File: src/rtl/dmem_lsu.sv
// dmem_lsu: per-core load/store unit in front of one data-memory port.
// Byte-addressed core requests become word-indexed memory accesses; sub-word
// stores use read-modify-write, sub-word loads are lane-extracted and extended.
// Optional build macro: DMEM_LSU_MISALIGN_TRAP_EN (misaligned requests are
// answered with resp_err instead of being aligned down).
module dmem_lsu #(
  parameter int DEPTH_LOG2 = 8
) (
  input  logic        clk,
  input  logic        rst,
  input  logic        req_valid,
  output logic        req_ready,
  input  logic        req_we,
  input  logic [1:0]  req_size,
  input  logic        req_signed,
  input  logic [31:0] req_addr,
  input  logic [31:0] req_wdata,
  output logic        resp_valid,
  output logic [31:0] resp_rdata,
  output logic        resp_err,
  output logic        mem_we,
  output logic [31:0] mem_addr,
  output logic [31:0] mem_wdata,
  input  logic [31:0] mem_rdata
);

  typedef enum logic [1:0] {
    S_IDLE   = 2'd0,
    S_ACCESS = 2'd1,
    S_WRITE  = 2'd2,
    S_RESP   = 2'd3
  } state_t;

  state_t                state_q, state_d;
  logic                  we_q, we_d;
  logic [1:0]            size_q, size_d;
  logic                  signed_q, signed_d;
  logic [DEPTH_LOG2+1:0] addr_q, addr_d;
  logic [31:0]           wdata_q, wdata_d;
  logic [31:0]           rdata_q, rdata_d;
  logic [31:0]           merged_q, merged_d;
  logic                  mem_we_s;
  logic [31:0]           mem_addr_s, mem_wdata_s;
  logic [31:0]           word_idx_s;
  logic                  unused_addr_bits;

  // Address bits above the memory size are dropped: accesses wrap.
  assign unused_addr_bits = &{1'b0, req_addr[31:DEPTH_LOG2+2]};
  assign word_idx_s       = 32'(addr_q[DEPTH_LOG2+1:2]);

  // Little-endian lane extraction with sign/zero extension; size 3 acts as word.
  function automatic logic [31:0] load_extract(input logic [31:0] word, input logic [1:0] size,
                                               input logic [1:0] off, input logic sgn);
    logic [7:0]  b;
    logic [15:0] h;
    logic [31:0] res;
    case (off)
      2'd0:    b = word[7:0];
      2'd1:    b = word[15:8];
      2'd2:    b = word[23:16];
      default: b = word[31:24];
    endcase
    h = off[1] ? word[31:16] : word[15:0];
    case (size)
      2'd0:    res = {{24{sgn & b[7]}}, b};
      2'd1:    res = {{16{sgn & h[15]}}, h};
      default: res = word;
    endcase
    return res;
  endfunction

  // Merge right-aligned store data into the selected byte or half lane.
  function automatic logic [31:0] store_merge(input logic [31:0] word, input logic [1:0] size,
                                              input logic [1:0] off, input logic [31:0] wd);
    logic [31:0] res;
    res = word;
    if (size == 2'd0) begin
      case (off)
        2'd0:    res[7:0]   = wd[7:0];
        2'd1:    res[15:8]  = wd[7:0];
        2'd2:    res[23:16] = wd[7:0];
        default: res[31:24] = wd[7:0];
      endcase
    end else if (off[1]) begin
      res[31:16] = wd[15:0];
    end else begin
      res[15:0] = wd[15:0];
    end
    return res;
  endfunction

`ifdef DMEM_LSU_MISALIGN_TRAP_EN
  logic err_q, err_d;

  // Half needs addr[0] clear, word (and size 3) needs addr[1:0] clear.
  function automatic logic is_misaligned(input logic [1:0] size, input logic [1:0] off);
    logic res;
    case (size)
      2'd0:    res = 1'b0;
      2'd1:    res = off[0];
      default: res = (off != 2'd0);
    endcase
    return res;
  endfunction
`endif

  // Next-state, request latching and memory-port drive.
  always_comb begin
    state_d     = state_q;
    we_d        = we_q;
    size_d      = size_q;
    signed_d    = signed_q;
    addr_d      = addr_q;
    wdata_d     = wdata_q;
    rdata_d     = rdata_q;
    merged_d    = merged_q;
    mem_we_s    = 1'b0;
    mem_addr_s  = 32'd0;
    mem_wdata_s = 32'd0;
`ifdef DMEM_LSU_MISALIGN_TRAP_EN
    err_d       = err_q;
`endif
    case (state_q)
      S_IDLE: begin
        if (req_valid) begin
          we_d     = req_we;
          size_d   = req_size;
          signed_d = req_signed;
          addr_d   = req_addr[DEPTH_LOG2+1:0];
          wdata_d  = req_wdata;
          rdata_d  = 32'd0;
          state_d  = S_ACCESS;
`ifdef DMEM_LSU_MISALIGN_TRAP_EN
          err_d    = is_misaligned(req_size, req_addr[1:0]);
          if (err_d) begin
            state_d = S_RESP;
          end else begin
            state_d = S_ACCESS;
          end
`endif
        end else begin
          state_d = S_IDLE;
        end
      end
      S_ACCESS: begin
        mem_addr_s = word_idx_s;
        if (!we_q) begin
          rdata_d = load_extract(mem_rdata, size_q, addr_q[1:0], signed_q);
          state_d = S_RESP;
        end else if (size_q[1]) begin
          mem_we_s    = 1'b1;
          mem_wdata_s = wdata_q;
          rdata_d     = 32'd0;
          state_d     = S_RESP;
        end else begin
          merged_d = store_merge(mem_rdata, size_q, addr_q[1:0], wdata_q);
          rdata_d  = 32'd0;
          state_d  = S_WRITE;
        end
      end
      S_WRITE: begin
        mem_addr_s  = word_idx_s;
        mem_we_s    = 1'b1;
        mem_wdata_s = merged_q;
        state_d     = S_RESP;
      end
      S_RESP: begin
        state_d = S_IDLE;
      end
      default: begin
        state_d = S_IDLE;
      end
    endcase
  end

  // State and datapath registers with synchronous reset.
  always_ff @(posedge clk) begin
    if (rst) begin
      state_q  <= S_IDLE;
      we_q     <= 1'b0;
      size_q   <= 2'd0;
      signed_q <= 1'b0;
      addr_q   <= '0;
      wdata_q  <= 32'd0;
      rdata_q  <= 32'd0;
      merged_q <= 32'd0;
`ifdef DMEM_LSU_MISALIGN_TRAP_EN
      err_q    <= 1'b0;
`endif
    end else begin
      state_q  <= state_d;
      we_q     <= we_d;
      size_q   <= size_d;
      signed_q <= signed_d;
      addr_q   <= addr_d;
      wdata_q  <= wdata_d;
      rdata_q  <= rdata_d;
      merged_q <= merged_d;
`ifdef DMEM_LSU_MISALIGN_TRAP_EN
      err_q    <= err_d;
`endif
    end
  end

  // Reset masks every output so an in-flight write or response is suppressed.
  assign req_ready  = (state_q == S_IDLE) & ~rst;
  assign resp_valid = (state_q == S_RESP) & ~rst;
  assign resp_rdata = resp_valid ? rdata_q : 32'd0;
  assign mem_we     = mem_we_s & ~rst;
  assign mem_addr   = rst ? 32'd0 : mem_addr_s;
  assign mem_wdata  = rst ? 32'd0 : mem_wdata_s;
`ifdef DMEM_LSU_MISALIGN_TRAP_EN
  assign resp_err   = resp_valid & err_q;
`else
  assign resp_err   = 1'b0;
`endif

endmodule

File: config.mk
export PLATFORM = sky130hd
export DESIGN_NAME = dmem_lsu
export DESIGN_NICKNAME = d
export VERILOG_FILES = /design/src/rtl/dmem_lsu.sv
export SDC_FILE = /design/constraint.sdc
export NUM_CORES = 1
export LEC_CHECK = 0
export CAP_MARGIN = 20
export CORE_ASPECT_RATIO = 0.75
export CORE_UTILIZATION = 41
export DETAILED_ROUTE_END_ITERATION = 7
export GPL_TIMING_DRIVEN = 0
export MAX_ROUTING_LAYER = met4
export PLACE_DENSITY_LB_ADDON = 0.12
export SYNTH_ARGS = -nofsm -noshare
export SYNTH_HDL_FRONTEND = slang
export SYNTH_SLANG_ARGS = --single-unit
File: constraint.sdc
create_clock -name clk -period 1.7 [get_ports clk]
set_clock_uncertainty 0.05 [all_clocks]
set_input_delay 0.255 -clock clk [delete_from_list [all_inputs] [get_ports clk]]
set_output_delay 0.255 -clock clk [all_outputs]
set_load 0.01 [all_outputs]
---- Word level (Yosys, flattened, before mapping) ----
Cells that the tools add are included.
cells by class
  reductions and logical operators ........ 9
  mux-type cells .......................... 29
  equal/unequal tests ..................... 7
  bitwise logic cells ..................... 7
operators with widths
  kind                  count
  $mux W32              8
  $pmux W32 S2          3
  $mux W8               7
  $mux W16              3
  $pmux W8 S3           1
  $pmux W2 S4           1
  $eq A2 B1 Y1 const B  3
  $eq A2 B2 Y1 const B  3
  $logic_not A2 Y1      3
  $and A1 B1 Y1         5
  $mux W1               5
  $reduce_and A2 Y1     2
  $reduce_and A3 Y1     1
  $reduce_or A3 Y1      1
  $ne A2 B2 Y1 const B  1
  $not A1 Y1            2
  $pmux W1 S2           1
  $reduce_bool A2 Y1    1
  $reduce_or A2 Y1      1
storage, ports and cells
  output and inout bits ................... 100
  logic and storage cells ................. 60
  input bits .............................. 103
  bits in registers ....................... 112

---- Logic depth before layout (Yosys ltp) ----
  depth in word-level cells ............... 8
  mapped depth ............................ 8
  depth with buffers taken out ............ 6

---- Least setup slack after synthesis ----
Ideal clock, no wire load.
  path kind ............................... register to register
  start point ............................. register state_q[0]
  end point ............................... register rdata_q[15]
  cell stages (with the launch flop) ...... 8
  slack ................................... 0.019 ns
  library setup time ...................... 0.060 ns
  arrival time ............................ 1.571 ns
  data required time ...................... 1.590 ns
  clock period less this slack ............ 1.681 ns
  path buffers ............................ 1
  path through ............................ dfxtp_1 > inv_1 > ha_1 > and2_1 > a21oi_1 > and2_1 > clkbuf_1 > a22o_1
on the way
  word-level cells in the longest chain between the ends .. 3
  elaborated cells on any way between the ends .. 6
  those cells by class .................... eq/ne (2); mux (1); reduce/logical (3)
RTL lines
  element                                                              line  text
  start, declared                                                      34    state_t state_q, state_d;
  start signal, assigned                                               191   state_q <= state_d;
  $eq A2 B1 Y1 or $logic_not A2 Y1 (tied branches)                     123   case (state_q)
  $reduce_bool A2 Y1 (no source line) or $ne A2 B2 Y1 (tied branches)  --
  $reduce_and A2 Y1 (no source line)                                   --
  end signal, assigned                                                 197   rdata_q <= rdata_d;
  end, declared                                                        40    logic [31:0] rdata_q, rdata_d;
Parallel ways exist; a longest one is shown, timed or not.
A chain may end at the register's enable or synchronous reset.

---- Worst setup path in the final report ----
  start point ............................. register state_q[1]
  end point ............................... output port mem_wdata[31]
on the way
  word-level cells in the longest chain between the ends .. 3
  elaborated cells on any way between the ends .. 4
  those cells by class .................... eq/ne (2); mux (2)
RTL lines
  element                                       line  text
  $eq A2 B2 Y1 or $eq A2 B1 Y1 (tied branches)  123
  $pmux W32 S2 (*)                              123
  $mux W32 (*)                                  211   assign mem_wdata = rst ? 32'd0 : mem_wdata_s;
  end, declared                                 23    output logic [31:0] mem_wdata,
Every way passes the cells marked *; elsewhere a longest branch is shown, timed or not.

==> results.md <==
* Status: finished with violations
* Violated checks: negative setup slack
* CP startpoint kind: flip-flop
* Starting DRC count in detailed routing at 480
* Routed Antenna Nets at 0
* Vias/cell at 5.67
* Hold_sp: req_addr[7]
* Die height at around 110 um
* Post-DP Area at 7730 um2
* Initial antenna violation count at 0
* Clock sink count at 112
* Final net count at 1,054
* Worst hold path class: primary input to flip-flop
* Worst-Skew Late Latency at 0.37 ns
* Hold_ws at 0.375 ns
* Routed wire per std cell at 20.2 um
* Setup crit end kind: output port
* Buffers & Inverters on Critical Path at 3
* PnR worst setup slack at -0.373 ns
* Largest delay share family, worst path: buffers and inverters
* Fin crit period at slightly above 2 ns
* Top post-synthesis cells by area: dfxtp_1 38%, nand2_1 7.2%, a21oi_1 5.3%
* Post-DP HPWL at 16,400 um
* Final WL at 22,700 um
* First-pass GRT wire length at 34,300 um
* Crit path max-delay cell type: dfxtp_2
* Most used cell, CP: buf_4
* Pwr/cell area at around 1000 nW/um2
* Count of final max-slew check failures at 0
* Core footprint at 13,800 um2
* Cells along the critical path: buf_4 > buf_4 > ha_4 > a22oi_1 > nor2_1 > dlygate4sd2_1
* Residual DRC at 0
* Routability cong. at approximately 0.92
* Slew HR at 0.619
* Crit-path max FO at 6
* Syn avg cell area at between 8 and 9 um2
* Die area at 14,800 um2
* Ant. Diodes at 0
* Core Util, Final at 0.659
* Register area share after synthesis at 0.382
* Max IR drop VDD at 0.626 mV
* Max incr delay on CP at 0.33 ns
* Vias in the first global route at around 6k
* CP arrival at 1.77 ns
* Critical Path RT at 1.39 ns
* Dpl ws at -1.44 ns
* CTS Buffer Depth at 2
* Critical path type: flip-flop to output port
* Mapped Area at 5870 um2
* LEAKAGE at 3.67 nW
* Total grt overflow at 0
* Global Route Usage Sum at 0.316
* Clock Tree Root: clkbuf_16
* Largest net degree at the start of global routing at 20
* Max-cap violations at 0
* Final setup fails at 100
* Cells after Synth at 732
* Setup TNS at -23.32 ns
* Share of layout cells above drive strength 1 at 0.354
* Die Wd at 140 um
* Num rows at 37
* CTS tree: built
* H-tree levels at 3
* RSZ-0062 raised after global routing: true
* Yosys warning total at 0
* Starting Density at 0.424
* Via count at 6,393
* Largest area contributor in the netlist: dfxtp_1
* Final Hold Fails at 0
* Worst r2r src: state_q[1]
* Finished layout cell area at 9130 um2
* Post-synth top area share at 0.382
* Synth cell types at 44
* Number of I/O port buffers at 155
* P&R area growth vs syn at 55.5%
* Tcrit/Tclk final at 1.22
* Drt first pass iters at 5
* #FFs+latches synth at 112
* Clk slew on worst S/H paths at 0.08 ns
* Crit path from: state_q[1]
* CTS Buf Count at 9
* # IOs at around 200
* Slew of the pin with the lowest slew margin at 0.571 ns
* FMAX at 482 MHz
kinds of logic (layout without fill, tap and decap cells):
logic type | Yosys count | in the layout | share of synthesized area
compound gates | 205 | 205 | 0.252
fa+ha+maj | 4 | 4 | 0.00853
buf+inv | 95 | 291 | 0.0825
flops | 112 | 112 | 0.382
mux | 18 | 18 | 0.0345
other cells | 1 | 25 | 0.000639
simple gates | 297 | 297 | 0.240
through the flow:
stage,power (W),instances
after floorplan,0.00496,756
after global placement,0.00592,1086
after detailed placement,0.00599,1086
after CTS,0.00892,1120
after global routing,0.00994,1127
final,0.00950,1127
what timing repair did:
item	CTS	global route
endpoints found under the setup margin	186	179
pin swaps	21	28
cloned	6	2
gates resized for setup	475	162
setup buffers	14	7
hold buffers	0	0
path summary, 6_finish.rpt:
check / slack [ns] / to / cells past startpoint
hold / removal: 0.37 / addr_q[7] / 3
hold reg to reg: 0.41 / rdata_q[11] / 1
setup reg to reg: -0.21 / merged_q[30] / 9
setup / recovery: -0.37 / mem_wdata[31] / 6
worst min-delay path, stage by stage:
cell	delay (ns)
clkdlybuf4s50_1	0.39
nand2_1	0.05
a21oi_1	0.05
cell usage after synthesis, drive strengths merged:
library cell and count:
a211o 6, a211oi 8, a21o 7, a21oi 63, a221oi 16, a22o 26
a22oi 34, a311oi 8, a32o 12, a32oi 3, and2 43, and3 2
and3b 7, buf 46, clkbuf 42, conb 1, dfxtp 112, ha 4
inv 7, mux2 8, mux2i 9, mux4 1, nand2 112, nand2b 24
nand3 1, nand3b 1, nor2 73, nor2b 7, nor3 17, nor3b 2
o2111ai 1, o21ai 15, o21bai 6, or2 2, or3 6
sequential cells by signal, indices dropped and copies added, names as in the netlist:
signal / flops
addr_q: 10
state_q: 2
size_q: 2
signed_q: 1
rdata_q: 32
merged_q: 32
we_q: 1
wdata_q: 32
layout by cell type (no fill, tap or decap), types with 10 or more instances in the layout:
| cell type | synthesis | routed |
|---|---|---|
| nand2_1 | 112 | 110 |
| dfxtp_1 | 112 | 107 |
| clkdlybuf4s50_1 | 0 | 80 |
| a21oi_1 | 62 | 61 |
| buf_2 | 12 | 56 |
| nor2_1 | 73 | 49 |
| buf_4 | 28 | 47 |
| a22oi_2 | 1 | 32 |
| buf_6 | 1 | 31 |
| conb_1 | 1 | 25 |
| and2_1 | 43 | 24 |
| nand2b_1 | 24 | 23 |
| nor2_2 | 0 | 22 |
| a22o_1 | 26 | 20 |
| and2_4 | 0 | 19 |
| clkbuf_16 | 0 | 14 |
| nor3_1 | 17 | 14 |
| buf_8 | 0 | 12 |
| clkbuf_2 | 0 | 12 |
| a32o_1 | 12 | 12 |
| o21ai_0 | 12 | 10 |
| a221oi_2 | 0 | 10 |
power by group:
part	leakage (nW)	internal [W]	total, W	switching [W]
logic	2.61	0.00178	0.00400	0.00222
clock network	0.147	0.00106	0.00217	0.00110
registers	0.913	0.00298	0.00334	0.000360
routing by layer:
layer | vias up | track usage | routed length [um]
met5 | - | - | 0
met4 | 0 | 0.0879 | 453
met3 | 43 | 0.0700 | 2000
met2 | 339 | 0.459 | 9820
met1 | 3054 | 0.440 | 10500
li1 | 2957 | - | -
final cells by class:
class	count	area (um2)
Fill cell	1152	4720
Timing Repair inverter	1	7.51
Tap cell	175	219
Buffer	85	816
Multi-Input combinational cell	549	3880
Clock buffer	10	239
Inverter	7	33.8
Timing Repair Buffer	182	1630
Sequential cell	112	2250
Clock inverter	6	50.0
Note: power is estimated with default switching activity, not from simulation.
